--- src/rtl/elevator_scheduler_if.sv ---
// Call/hold inputs and car status outputs of the elevator scheduler.
// The scheduler uses the slave modport; the call source or bench uses the master modport.
interface elevator_scheduler_if #(
  parameter int NUM_FLOORS = 4
);
  localparam int FW = (NUM_FLOORS > 1) ? $clog2(NUM_FLOORS) : 1;

  logic [NUM_FLOORS-1:0] call_req;
  logic                  hold;
  logic [FW-1:0]         cur_floor;
  logic                  moving;
  logic                  dir_up;
  logic                  door_open;
  logic [NUM_FLOORS-1:0] pending;

  modport master (
    output call_req, hold,
    input  cur_floor, moving, dir_up, door_open, pending
  );

  modport slave (
    input  call_req, hold,
    output cur_floor, moving, dir_up, door_open, pending
  );
endinterface

--- src/rtl/elevator_scheduler.sv ---
// SCAN elevator scheduler: latches floor calls, moves the car one floor per
// TRAVEL_CYCLES, and runs a timed door that can be held open or re-called.
module elevator_scheduler #(
  parameter int NUM_FLOORS    = 4,
  parameter int TRAVEL_CYCLES = 8,
  parameter int DOOR_CYCLES   = 4
) (
  input  logic                    clk,
  input  logic                    reset,
  elevator_scheduler_if.slave     bus
);
  localparam int FW   = (NUM_FLOORS > 1) ? $clog2(NUM_FLOORS) : 1;
  localparam int TMAX = (TRAVEL_CYCLES > DOOR_CYCLES) ? TRAVEL_CYCLES : DOOR_CYCLES;
  localparam int TW   = $clog2(TMAX + 1);
  localparam logic [TW-1:0] TRAVEL_LOAD = TW'(TRAVEL_CYCLES - 1);
  localparam logic [TW-1:0] DOOR_LOAD   = TW'(DOOR_CYCLES - 1);
  localparam logic [FW-1:0] TOP_FLOOR   = FW'(NUM_FLOORS - 1);

  typedef enum logic [1:0] {IDLE, MOVE, DOOR} state_t;

  state_t                r_state,   w_state_nx;
  logic [FW-1:0]         r_floor,   w_floor_nx;
  logic                  r_dir_up,  w_dir_up_nx;
  logic [NUM_FLOORS-1:0] r_pending, w_pending_nx;
  logic [TW-1:0]         r_timer,   w_timer_nx;

  logic [NUM_FLOORS-1:0] w_req;
  logic                  w_above;
  logic                  w_below;
  logic [FW-1:0]         w_step_floor;

  always_ff @(posedge clk) begin
    if (reset) begin
      r_state   <= IDLE;
      r_floor   <= '0;
      r_dir_up  <= 1'b1;
      r_pending <= '0;
      r_timer   <= '0;
    end else begin
      r_state   <= w_state_nx;
      r_floor   <= w_floor_nx;
      r_dir_up  <= w_dir_up_nx;
      r_pending <= w_pending_nx;
      r_timer   <= w_timer_nx;
    end
  end

  always_comb begin
    w_req   = r_pending | bus.call_req;
    w_above = 1'b0;
    w_below = 1'b0;
    for (int unsigned i = 0; i < NUM_FLOORS; i++) begin
      if (w_req[i] && (i > 32'(r_floor))) w_above = 1'b1;
      if (w_req[i] && (i < 32'(r_floor))) w_below = 1'b1;
    end
    // Saturate at the shaft ends; a call ahead always exists in MOVE so this never bites.
    w_step_floor = r_floor;
    if (r_dir_up && (r_floor != TOP_FLOOR)) w_step_floor = r_floor + FW'(1);
    else if (!r_dir_up && (r_floor != '0))  w_step_floor = r_floor - FW'(1);
  end

  always_comb begin
    w_state_nx   = r_state;
    w_floor_nx   = r_floor;
    w_dir_up_nx  = r_dir_up;
    w_pending_nx = w_req;
    w_timer_nx   = r_timer;
    unique case (r_state)
      IDLE: begin
        if (w_req[r_floor]) begin
          w_state_nx            = DOOR;
          w_pending_nx[r_floor] = 1'b0;
          w_timer_nx            = DOOR_LOAD;
        end else if (r_dir_up && w_above) begin
          w_state_nx = MOVE;
          w_timer_nx = TRAVEL_LOAD;
        end else if (w_below) begin
          w_state_nx  = MOVE;
          w_dir_up_nx = 1'b0;
          w_timer_nx  = TRAVEL_LOAD;
        end else if (w_above) begin
          w_state_nx  = MOVE;
          w_dir_up_nx = 1'b1;
          w_timer_nx  = TRAVEL_LOAD;
        end
      end
      MOVE: begin
        if (r_timer != '0) begin
          w_timer_nx = r_timer - TW'(1);
        end else begin
          w_floor_nx = w_step_floor;
          if (w_req[w_step_floor]) begin
            w_state_nx                 = DOOR;
            w_pending_nx[w_step_floor] = 1'b0;
            w_timer_nx                 = DOOR_LOAD;
          end else begin
            w_timer_nx = TRAVEL_LOAD;
          end
        end
      end
      DOOR: begin
        w_pending_nx[r_floor] = 1'b0;
        if (w_req[r_floor] || bus.hold) w_timer_nx = DOOR_LOAD;
        else if (r_timer != '0)         w_timer_nx = r_timer - TW'(1);
        else                            w_state_nx = IDLE;
      end
      default: w_state_nx = IDLE;
    endcase
  end

  always_comb begin
    bus.cur_floor = r_floor;
    bus.dir_up    = r_dir_up;
    bus.pending   = r_pending;
    bus.moving    = (r_state == MOVE);
    bus.door_open = (r_state == DOOR);
  end
endmodule

--- src/flat_wrapper.sv ---
// flat-port wrapper written by rule: the top's interface ports become plain ports
module elevator_scheduler_flat 
#(
  parameter int NUM_FLOORS    = 4,
  parameter int TRAVEL_CYCLES = 8,
  parameter int DOOR_CYCLES   = 4
)
  (clk, reset, bus_call_req, bus_hold, bus_cur_floor, bus_moving, bus_dir_up, bus_door_open, bus_pending);
  elevator_scheduler_if #(.NUM_FLOORS(NUM_FLOORS)) bus_i ();
  input  logic clk;
  input  logic reset;
  input wire logic [$bits(bus_i.call_req)-1:0] bus_call_req;
  input wire logic [$bits(bus_i.hold)-1:0] bus_hold;
  output wire logic [$bits(bus_i.cur_floor)-1:0] bus_cur_floor;
  output wire logic [$bits(bus_i.moving)-1:0] bus_moving;
  output wire logic [$bits(bus_i.dir_up)-1:0] bus_dir_up;
  output wire logic [$bits(bus_i.door_open)-1:0] bus_door_open;
  output wire logic [$bits(bus_i.pending)-1:0] bus_pending;
  assign bus_i.call_req = bus_call_req;
  assign bus_i.hold = bus_hold;
  assign bus_cur_floor = bus_i.cur_floor;
  assign bus_moving = bus_i.moving;
  assign bus_dir_up = bus_i.dir_up;
  assign bus_door_open = bus_i.door_open;
  assign bus_pending = bus_i.pending;
  elevator_scheduler #(.NUM_FLOORS(NUM_FLOORS), .TRAVEL_CYCLES(TRAVEL_CYCLES), .DOOR_CYCLES(DOOR_CYCLES)) u_core (.clk(clk), .reset(reset), .bus(bus_i));
endmodule
--- config.mk ---
export PLATFORM = sky130hd
export DESIGN_NAME = elevator_scheduler_flat
export DESIGN_NICKNAME = d
export VERILOG_FILES = /design/src/rtl/elevator_scheduler_if.sv /design/src/rtl/elevator_scheduler.sv /design/src/flat_wrapper.sv
export SDC_FILE = /design/constraint.sdc
export NUM_CORES = 1
export LEC_CHECK = 0
export BUFFER_PORTS_ARGS = -buffer_cell sky130_fd_sc_hd__buf_2
export CAP_MARGIN = 40
export CORE_MARGIN = 2
export CORE_UTILIZATION = 45
export DETAILED_ROUTE_END_ITERATION = 16
export PLACE_DENSITY = 0.61
export SYNTH_ARGS = -nofsm -noshare
export SYNTH_HDL_FRONTEND = slang
export SYNTH_SLANG_ARGS = --single-unit
--- constraint.sdc ---
create_clock -name clk -period 3.6 [get_ports clk]
set_clock_uncertainty 0.05 [all_clocks]
set_input_delay 1.08 -clock clk [delete_from_list [all_inputs] [get_ports clk]]
set_output_delay 1.08 -clock clk [all_outputs]
set_load 0.01 [all_outputs]
==> impl_metrics.py, run 1 <==
metrics = {
    "setup_path": {
        "r2r_slack_ps": 710,
        "reg2reg_depth": 7,
        "startpoint_type": "flop",
        "r2r_end": "u_core.r_state[0]$_SDFFE_PP0P_",
        "critPathMaxFanout": 10,
        "cp.arrival_ps": 3020,
        "critical_path_required_ps": 3720,
        "crit_end": "u_core.r_state[0]$_SDFFE_PP0P_",
        "worstSetupEndpointType": "flop",
        "worstSetupPathType": "flop to flop",
        "crit_start": "u_core.bus.cur_floor[0]$_SDFFE_PP0P_",
        "rr_startpoint": "u_core.bus.cur_floor[0]$_SDFFE_PP0P_",
    },
    "die": {
        "core_sq_um": 2480,
        "ioPinCount": 16,
        "start_util_pct": 47.7,
        "design.die.area_sq_um": 3050,
        "row_count": 18,
        "fp.dieW_um": 55.3,
        "dieHeight_um": 55.3,
    },
    "clock_network": {
        "ctsHoldBuffers": 0,
        "clk_latency_ps": 290,
        "tritoncts.num_buffers": 3,
        "clk_pin_slew_ps": 80,
        "ctsHtreeMaxLevel": 1,
        "ctsResizeCount": 0,
        "clock_path_buffers": 2,
        "postCtsSetupBuffers": 0,
        "numClockSinks": 13,
        "cts_tree": "built",
        "root_buffer": "clkbuf_4",
    },
    "synthesis": {
        "synth_edf_count": 0,
        "ys_types": 48,
        "yosys.cell_count.top_type": "nor2_1",
        "synth_flop_cell": "dfxtp_1",
        "postSynthAreaPerCell_sq_um": 8.69,
        "ys_ff_latch": 13,
        "syn_nets": 154,
        "syn_area_sq_um": 1180,
        "yosys-top-cells-area": "dfxtp_1, ha_1, nor2_1, o21ai_0, a211oi_1",
        "ys_seq_area_share_pct": 22.0,
        "synth_top_cell_by_area": "dfxtp_1",
        "yosys_warnings": 0,
        "synth_top_area_share_pct": 22.0,
        "syn_inst": 136,
        "synth_common_cells": "nor2_1, dfxtp_1, ha_1, inv_1, o21ai_0",
        "synthArstFlopShare_pct": 0,
    },
    "routing": {
        "dr.pass1.iters": 4,
        "vias": 1165,
        "avgRoutedWirePerCell_um": 16.6,
        "ant_nets": 0,
        "drcViolationCount": 0,
        "first_iter_violations": 75,
        "vias_per_cell": 6.40,
        "wirelength_um": 3020,
    },
    "run_status": {
        "status": "completed",
    },
    "timing": {
        "slew_headroom_pct": 61.8,
        "finalSetupViolations": 0,
        "grt_setup_unrepaired": "no",
        "post-route-min-period_ps": 2890,
        "max_freq_ghz": 0.345,
        "setup_tns_ps": 0,
        "maxSlewViolCount": 0,
        "holdWs_ps": 478,
        "worst_slew_pin_slew_ps": 563,
        "period_share_pct": 80.4,
        "finalHoldViolCount": 0,
    },
    "pwr": {
        "p_per_area_nw_per_um2": 708,
        "peakVddDrop_mv": 0.377,
        "p_leak_uw": 0.000547,
    },
    "layout": {
        "antenna_cells": 0,
        "fin_cells": 182,
        "stdcell_area_sq_um": 1310,
        "fin_nets": 171,
        "area_growth_pct": 10.8,
        "drive_gt1_share_pct": 19.1,
    },
    "placement": {
        "placed_cell_area_sq_um": 1280,
        "dp_hpwl_um": 2240,
        "dp_cells": 178,
        "numPortBuffers": 15,
        "gp_congestion": 0.889,
    },
    "run": {
        "drv_cap": 0,
    },
    "global_routing": {
        "grt_use_met1_pct": 28.1,
        "grt_pass1_vias": 1068,
        "overflow": 0,
        "track_usage_pct": 19.8,
        "antenna_found_initial": 0,
        "grt_busiest_layer": "met2",
        "grt_pass1_wl_um": 4960,
        "gr-usage-met2_pct": 29.1,
        "grt_max_degree": 12,
        "use_met3_pct": 3.51,
    },
    "worst_hold_path": {
        "hold_path_class": "flop to flop",
    },
}
cell usage in the layout (no fill, tap or decap), types with 2 or more instances in the layout:
| cell type | n |
|---|---|
| o41ai_1 | 4 |
| o21ai_0 | 10 |
| nor2b_1 | 2 |
| o221ai_1 | 2 |
| a211oi_1 | 6 |
| o41ai_2 | 2 |
| xnor2_1 | 2 |
| dfxtp_1 | 13 |
| buf_2 | 15 |
| nor3_1 | 3 |
| or4_1 | 2 |
| a31oi_1 | 2 |
| nor4_1 | 2 |
| or2_1 | 3 |
| a21oi_1 | 6 |
| nand2_1 | 5 |
| clkbuf_4 | 3 |
| inv_1 | 11 |
| o21a_1 | 4 |
| a21o_1 | 2 |
| nor2_1 | 14 |
| ha_1 | 11 |
| nand4_1 | 2 |
logic make-up (layout without fill, tap and decap cells):
family                     Yosys count  in the layout  share of synthesized area (%)
AOI/OAI and AO/OA                   50             50                           33.8
and+or+nand+nor                     43             43                           23.6
buffers and inverters               14             30                           4.44
DFF                                 13             13                           22.0
adders and majority gates           11             11                           11.6
muxes                                3              3                           3.07
xor gates and xnor gates             2              2                           1.48
through the flow:
| stage | utilization (%) | worst slack [ps] | power (uW) |
|---|---|---|---|
| detailed placement | 51.8 | 662 | 814 |
| finish | 52.9 | 705 | 927 |
| floorplan | - | 919 | 682 |
| global placement | 51.8 | 717 | 815 |
| global route | 52.9 | 604 | 999 |
| CTS | 52.9 | 712 | 921 |
power breakdown:
group,internal [uW],switching [uW],total [uW]
logic,248,337,585
registers,188,54.9,243
clock network,43.1,55.6,98.6
critical path, stage by stage (launching register included):
cell and delay, ps:
dfxtp_1 590, inv_1 190, ha_1 330, and3b_1 190, or2_1 270, mux2_1 420, a2111oi_4 400, mux2_4 340
area by class of cell:
cell class,count,area (sq um)
Inverter,11,41.3
Timing Repair Buffer,15,75.1
Fill cell,240,1170
Multi-Input combinational cell,109,870
Sequential cell,13,260
Clock buffer,4,26.3
Tap cell,30,37.5
metal layers:
| layer | vias up | part of all wire, % |
|---|---|---|
| met2 | 57 | 45 |
| met4 | 0 | 2.5 |
| met1 | 542 | 45 |
| met5 | - | 0 |
| li1 | 556 | - |
| met3 | 10 | 8.3 |
flip-flops by register name, summed over array words and instances (netlist names):
signal,count
u_core.bus.pending,4
u_core.r_timer,4
u_core.r_state,2
u_core.bus.dir_up,1
u_core.bus.cur_floor,2
worst min path at each step:
stage / start / endpoint / slack [ps] / cells past startpoint
floorplan: u_core.r_timer[1]$_SDFFE_PP0P_ / u_core.r_timer[1]$_SDFFE_PP0P_ / 430 / 2
global placement: u_core.r_timer[1]$_SDFFE_PP0P_ / u_core.r_timer[1]$_SDFFE_PP0P_ / 480 / 2
detailed placement: u_core.r_timer[1]$_SDFFE_PP0P_ / u_core.r_timer[1]$_SDFFE_PP0P_ / 470 / 2
CTS: u_core.r_timer[1]$_SDFFE_PP0P_ / u_core.r_timer[1]$_SDFFE_PP0P_ / 480 / 2
global route: u_core.r_timer[1]$_SDFFE_PP0P_ / u_core.r_timer[1]$_SDFFE_PP0P_ / 500 / 2
finish: u_core.r_timer[1]$_SDFFE_PP0P_ / u_core.r_timer[1]$_SDFFE_PP0P_ / 480 / 2
(Power assumes the default switching activity.)
==> run 2: changes to the inputs <==
Settings changed: ABC_AREA set to 1, PLACE_DENSITY 0.61 to 0.63.
Clock period 3.6 ns to 2.53 ns, I/O delays scaled along.
==> impl_metrics.py, run 2 <==
metrics = {
    "synthesis": {
        "yosys-top-cells-area": "dfxtp_1, nand2_1, ha_1, inv_1, nand3_1",
        "syn_area_sq_um": 1170,
        "ys_seq_area_share_pct": 22.2,
        "ys_ff_latch": 13,
        "synth_mux_area_share_pct": 0,
        "synth_flop_cell": "dfxtp_1",
        "synth_compound_area_share_pct": 11.8,
        "postSynthAreaPerCell_sq_um": 6.27,
        "yosys.area_share.xor_xnor_pct": 0.747,
        "synth_top_area_share_pct": 22.2,
        "synth_edf_count": 0,
        "ys_types": 25,
        "yosys_warnings": 0,
        "yosys.cell_count.top_type": "nand2_1",
        "syn_nets": 205,
        "synthArstFlopShare_pct": 0,
        "synth_top_cell_by_area": "dfxtp_1",
        "synth-simple-area-share_pct": 39.1,
        "synthAdderAreaFrac_pct": 11.7,
        "synth_common_cells": "nand2_1, inv_1, nor2_1",
        "synth_top_family_by_area": "simple AND/OR/NAND/NOR gates",
        "syn_inst": 187,
    },
    "placement": {
        "placed_cell_area_sq_um": 1300,
        "numPortBuffers": 15,
        "dp_hpwl_um": 2270,
        "gp_congestion": 0.861,
        "dp_cells": 233,
    },
    "setup_path": {
        "critPathMaxFanout": 9,
        "crit_buf_inv": 2,
        "cp.arrival_ps": 1320,
        "worstSetupPathType": "flop to output port",
        "cp_top_family": "adder cells",
        "slowest_stage": "ha_1",
        "worstSetupEndpointType": "output port",
        "critPathMaxStageDelay_ps": 390,
        "critical_path_required_ps": 1720,
        "crit_chain": "inv_1 > ha_1 > buf_2",
        "startpoint_type": "flop",
    },
    "clock_network": {
        "tritoncts.num_buffers": 3,
        "cts_tree": "built",
        "ctsHtreeMaxLevel": 1,
        "ctsResizeCount": 0,
        "clock_path_buffers": 2,
        "numClockSinks": 13,
        "postCtsSetupBuffers": 0,
        "ctsHoldBuffers": 0,
        "clk_latency_ps": 290,
        "clk_pin_slew_ps": 90,
        "root_buffer": "clkbuf_4",
    },
    "pwr": {
        "peakVddDrop_mv": 0.567,
        "p_leak_uw": 0.000741,
        "p_per_area_nw_per_um2": 998,
    },
    "run": {
        "drv_cap": 0,
    },
    "routing": {
        "vias": 1197,
        "vias_per_cell": 5.05,
        "ant_nets": 0,
        "drcViolationCount": 0,
        "avgRoutedWirePerCell_um": 11.6,
        "wirelength_um": 2740,
        "first_iter_violations": 55,
        "dr.pass1.iters": 4,
    },
    "layout": {
        "most-common-layout-cells": "nand2_1, inv_1, nor2_1, buf_2, dfxtp_1",
        "drive_gt1_share_pct": 22.2,
        "fin_cells": 237,
        "multiInputGateArea_sq_um": 743,
        "final_common_cell": "nand2_1",
        "area_growth_pct": 12.8,
        "stdcell_area_sq_um": 1320,
        "fill_cells": 262,
        "fin_nets": 226,
        "ff_latch_area_sq_um": 260,
        "antenna_cells": 0,
    },
    "die": {
        "row_count": 18,
        "ioPinCount": 16,
        "core_sq_um": 2480,
        "start_util_pct": 47.3,
        "design.die.area_sq_um": 3030,
        "dieHeight_um": 55.0,
        "fp.dieW_um": 55.0,
    },
    "timing": {
        "max_freq_ghz": 0.469,
        "holdWs_ps": 452,
        "finalSetupViolations": 0,
        "setup_tns_ps": 0,
        "grt_setup_unrepaired": "no",
        "period_share_pct": 84.2,
        "slew_headroom_pct": 75.2,
        "finalHoldViolCount": 0,
        "worst_slew_pin_slew_ps": 372,
        "post-route-min-period_ps": 2130,
        "maxSlewViolCount": 0,
    },
    "global_routing": {
        "grt_pass1_vias": 965,
        "grt_max_degree": 11,
        "antenna_found_initial": 0,
        "track_usage_pct": 20.3,
        "grt_pass1_wl_um": 4390,
        "overflow": 0,
    },
    "run_status": {
        "status": "completed",
    },
    "worst_hold_path": {
        "hold_path_class": "flop to flop",
    },
}
## run 2: changes by cell type after synthesis, moves of 4 or more
cell      previous run  this run
a21oi_1              6        11
inv_1               11        36
o41ai_1              4         0
inv_2                0         7
nand2_2              0         9
a211oi_1             6         0
o21a_1               4         0
nand2_1              5        38
nand3_2              0         4
nand3_1              0        12
## run 2: path summary, 6_finish.rpt
check | start | end | slack [ps] | depth (start not counted)
max | u_core.r_state[1]$_SDFFE_PP0P_ | bus_moving | 400 | 3
min | u_core.r_timer[3]$_SDFFE_PP0P_ | u_core.r_timer[3]$_SDFFE_PP0P_ | 450 | 2
max reg2reg | u_core.bus.cur_floor[0]$_SDFFE_PP0P_ | u_core.r_state[1]$_SDFFE_PP0P_ | 530 | 12
min reg2reg | u_core.r_timer[3]$_SDFFE_PP0P_ | u_core.r_timer[3]$_SDFFE_PP0P_ | 450 | 2
## run 2: metrics by stage
step | util, % | setup slack, ps | power (uW)
global route | 53.4 | 354 | 1460
global placement | 52.3 | 447 | 1170
floorplan | - | 638 | 975
detailed placement | 52.3 | 431 | 1170
finish | 53.4 | 400 | 1320
CTS | 53.4 | 405 | 1320
## run 2: worst min-delay path: cells and delay by family (launching register included)
family,cells,cell delay (ps)
flip-flops,1,320
AO/OA/AOI/OAI,1,50
buffers and inverters,1,100
## run 2: report_power, final
part / switching [uW] / internal, uW / leakage [uW] / total, uW
Combinational: 556 / 312 / 0.000618 / 868
Sequential: 44.4 / 268 / 0.000107 / 313
Clock: 78.3 / 61.4 / 0.0000150 / 140
Total: 679 / 641 / 0.000741 / 1320
## run 2: cell type report
type	instances	share of cell area (%)
Tap cell	30	2.84
Multi-Input combinational cell	129	56.2
Timing Repair Buffer	17	6.81
Clock buffer	4	1.99
Inverter	44	12.5
Sequential cell	13	19.7
## run 2: routing by layer
metal  wire [um]  vias to the layer above  GRT usage, %
li1            -                      619             -
met1        1430                      518          30.6
met2        1110                       47          28.8
met3         146                       13          3.23
met4          64                        0          7.32
met5           0                        -             0
## run 2: kinds of logic (layout without fill, tap and decap cells)
| family | count (synthesis) | in the layout |
|---|---|---|
| compound gates | 25 | 25 |
| simple gates | 92 | 92 |
| buf+inv | 45 | 65 |
| flops | 13 | 13 |
| fa+ha+maj | 11 | 11 |
| xor+xnor | 1 | 1 |
==> run 3: changes to the inputs <==
Settings changed: ABC_AREA 1 to 0.
Clock period 2.53 ns to 1.8 ns, I/O delays scaled along.
==> impl_metrics.py, run 3 (synthesis results as in run 1) <==
metrics = {
    "setup_path": {
        "worstSetupEndpointType": "flop",
        "worstSetupPathType": "flop to flop",
        "critical_path_required_ps": 1950,
        "rr_startpoint": "u_core.bus.cur_floor[1]$_SDFFE_PP0P_",
        "crit_chain": "inv_4 > ha_4 > and3b_2 > or2_4 > mux2_4 > a2111oi_4 > mux2_4",
        "startpoint_type": "flop",
        "cp.arrival_ps": 2410,
        "crit_top_cell": "mux2_4",
        "slowest_stage": "dfxtp_4",
        "critPathMaxStageDelay_ps": 380,
        "critPathMaxFanout": 4,
        "crit_start": "u_core.bus.cur_floor[1]$_SDFFE_PP0P_",
    },
    "placement": {
        "placed_cell_area_sq_um": 1680,
        "gp_congestion": 0.859,
        "dp_hpwl_um": 2990,
        "numPortBuffers": 15,
    },
    "worst_hold_path": {
        "hold_path_startpoint": "reset",
        "hold_path_class": "input pin to flop",
    },
    "layout": {
        "multiInputGateArea_sq_um": 1150,
        "fin_nets": 223,
        "stdcell_area_sq_um": 2020,
        "fill_cells": 146,
        "antenna_cells": 0,
        "most-common-layout-cells": "buf_4, buf_2, nor2_1, dfxtp_1, inv_1",
        "area_growth_pct": 70.6,
        "ff_latch_area_sq_um": 269,
        "post-route-util_pct": 81.4,
        "drive_gt1_share_pct": 57.8,
        "final_common_cell": "buf_4",
    },
    "clock_network": {
        "ctsHoldBuffers": 0,
        "numClockSinks": 13,
        "ctsHtreeMaxLevel": 1,
        "clk_pin_slew_ps": 100,
        "clk_latency_ps": 300,
        "clock_path_buffers": 2,
        "root_buffer": "clkbuf_4",
        "tritoncts.num_buffers": 3,
        "cts_tree": "built",
    },
    "pwr": {
        "peakVddDrop_mv": 1.15,
        "p_per_area_nw_per_um2": 1400,
        "p_leak_uw": 0.000846,
    },
    "die": {
        "dieHeight_um": 55.3,
        "ioPinCount": 16,
        "fp.dieW_um": 55.3,
        "core_sq_um": 2480,
        "row_count": 18,
        "start_util_pct": 47.7,
        "design.die.area_sq_um": 3050,
    },
    "timing": {
        "fin_ws_ps": -466,
        "post-route-min-period_ps": 2270,
        "slew_headroom_pct": 68.2,
        "period_share_pct": 126,
        "worst_slew_pin_slew_ps": 473,
        "maxSlewViolCount": 0,
        "finalSetupViolations": 12,
        "grt_setup_unrepaired": "yes",
        "finalHoldViolCount": 0,
        "max_freq_ghz": 0.441,
    },
    "run_status": {
        "violations": "setup timing",
        "status": "complete, but fails checks",
    },
    "global_routing": {
        "grt_busiest_layer": "met2",
        "overflow": 0,
        "grt_max_degree": 12,
        "grt_pass1_vias": 1488,
        "gr-usage-met2_pct": 52.6,
        "grt_use_met1_pct": 37.8,
        "grt_pass1_wl_um": 7350,
        "track_usage_pct": 30.6,
        "use_met3_pct": 6.32,
        "antenna_found_initial": 0,
    },
    "routing": {
        "wirelength_um": 4510,
        "first_iter_violations": 49,
        "vias_per_cell": 6.07,
        "drcViolationCount": 0,
        "vias": 1421,
        "avgRoutedWirePerCell_um": 19.3,
        "ant_nets": 0,
        "dr.pass1.iters": 4,
    },
    "run": {
        "drv_cap": 0,
    },
}
==> run 3: changes by cell type in the layout (fill, tap and decap cells not counted), moves of 6 or more <==
cell,before,now
buf_4,2,46
nand2_1,38,4
inv_1,36,9
nand3_1,12,0
nand2_2,9,0
a21oi_1,11,4
inv_2,7,0
buf_6,0,6
==> run 3: timing repair <==
| item | 4_1_cts | 5_1_grt |
|---|---|---|
| gates resized for setup | 42 | 9 |
| endpoints found under the setup margin | 13 | 15 |
| setup buffers | 6 | 1 |
| pin swaps | 21 | 10 |
==> run 3: cell type report <==
type / count / area share [%]
multi-input cells: 109 / 57.0
repair buffers: 67 / 24.2
flip-flops and latches: 13 / 13.3
inverters: 11 / 2.30
well taps: 30 / 1.86
clock buffers: 4 / 1.30
==> run 3: per-stage QoR <==
step | instances | power (uW) | hold slack (ps) | setup slack [ps] | TNS [ps]
4_1_cts | 234 | 2690 | 505 | -442 | -3010
6_report | 234 | 2820 | 507 | -466 | -3470
3_3_place_gp | 225 | 2080 | 516 | -519 | -4250
3_5_place_dp | 225 | 2140 | 530 | -558 | -4500
2_1_floorplan | 136 | 1410 | 433 | -522 | -1890
5_1_grt | 234 | 2970 | 512 | -504 | -4180
==> run 3: path summary, 6_finish.rpt <==
| kind | slack, ps | to | cells past startpoint |
|---|---|---|---|
| min | 510 | u_core.bus.cur_floor[0]$_SDFFE_PP0P_ | 3 |
| min reg2reg | 550 | u_core.r_state[1]$_SDFFE_PP0P_ | 2 |
| max reg2reg | -470 | u_core.r_state[0]$_SDFFE_PP0P_ | 7 |
| max | -470 | u_core.r_state[0]$_SDFFE_PP0P_ | 7 |
==> run 3: power by group <==
group          internal (uW)  switching, uW
Sequential               382            104
Clock                   86.3            116
Combinational           1070           1070
==> run 3: worst max-delay path, delay by kind of cell, from the launching register on <==
kind | cells | cell delay (ps)
mux | 2 | 650
compound gates | 1 | 350
buf+inv | 1 | 50
simple gates | 2 | 460
fa+ha+maj | 1 | 220
flops | 1 | 380
==> run 3: metal layers <==
metal  up-vias  wire (um)
met5         -          0
met4         0        112
met3        13        302
met2        62       2240
met1       683       1850
li1        663          -
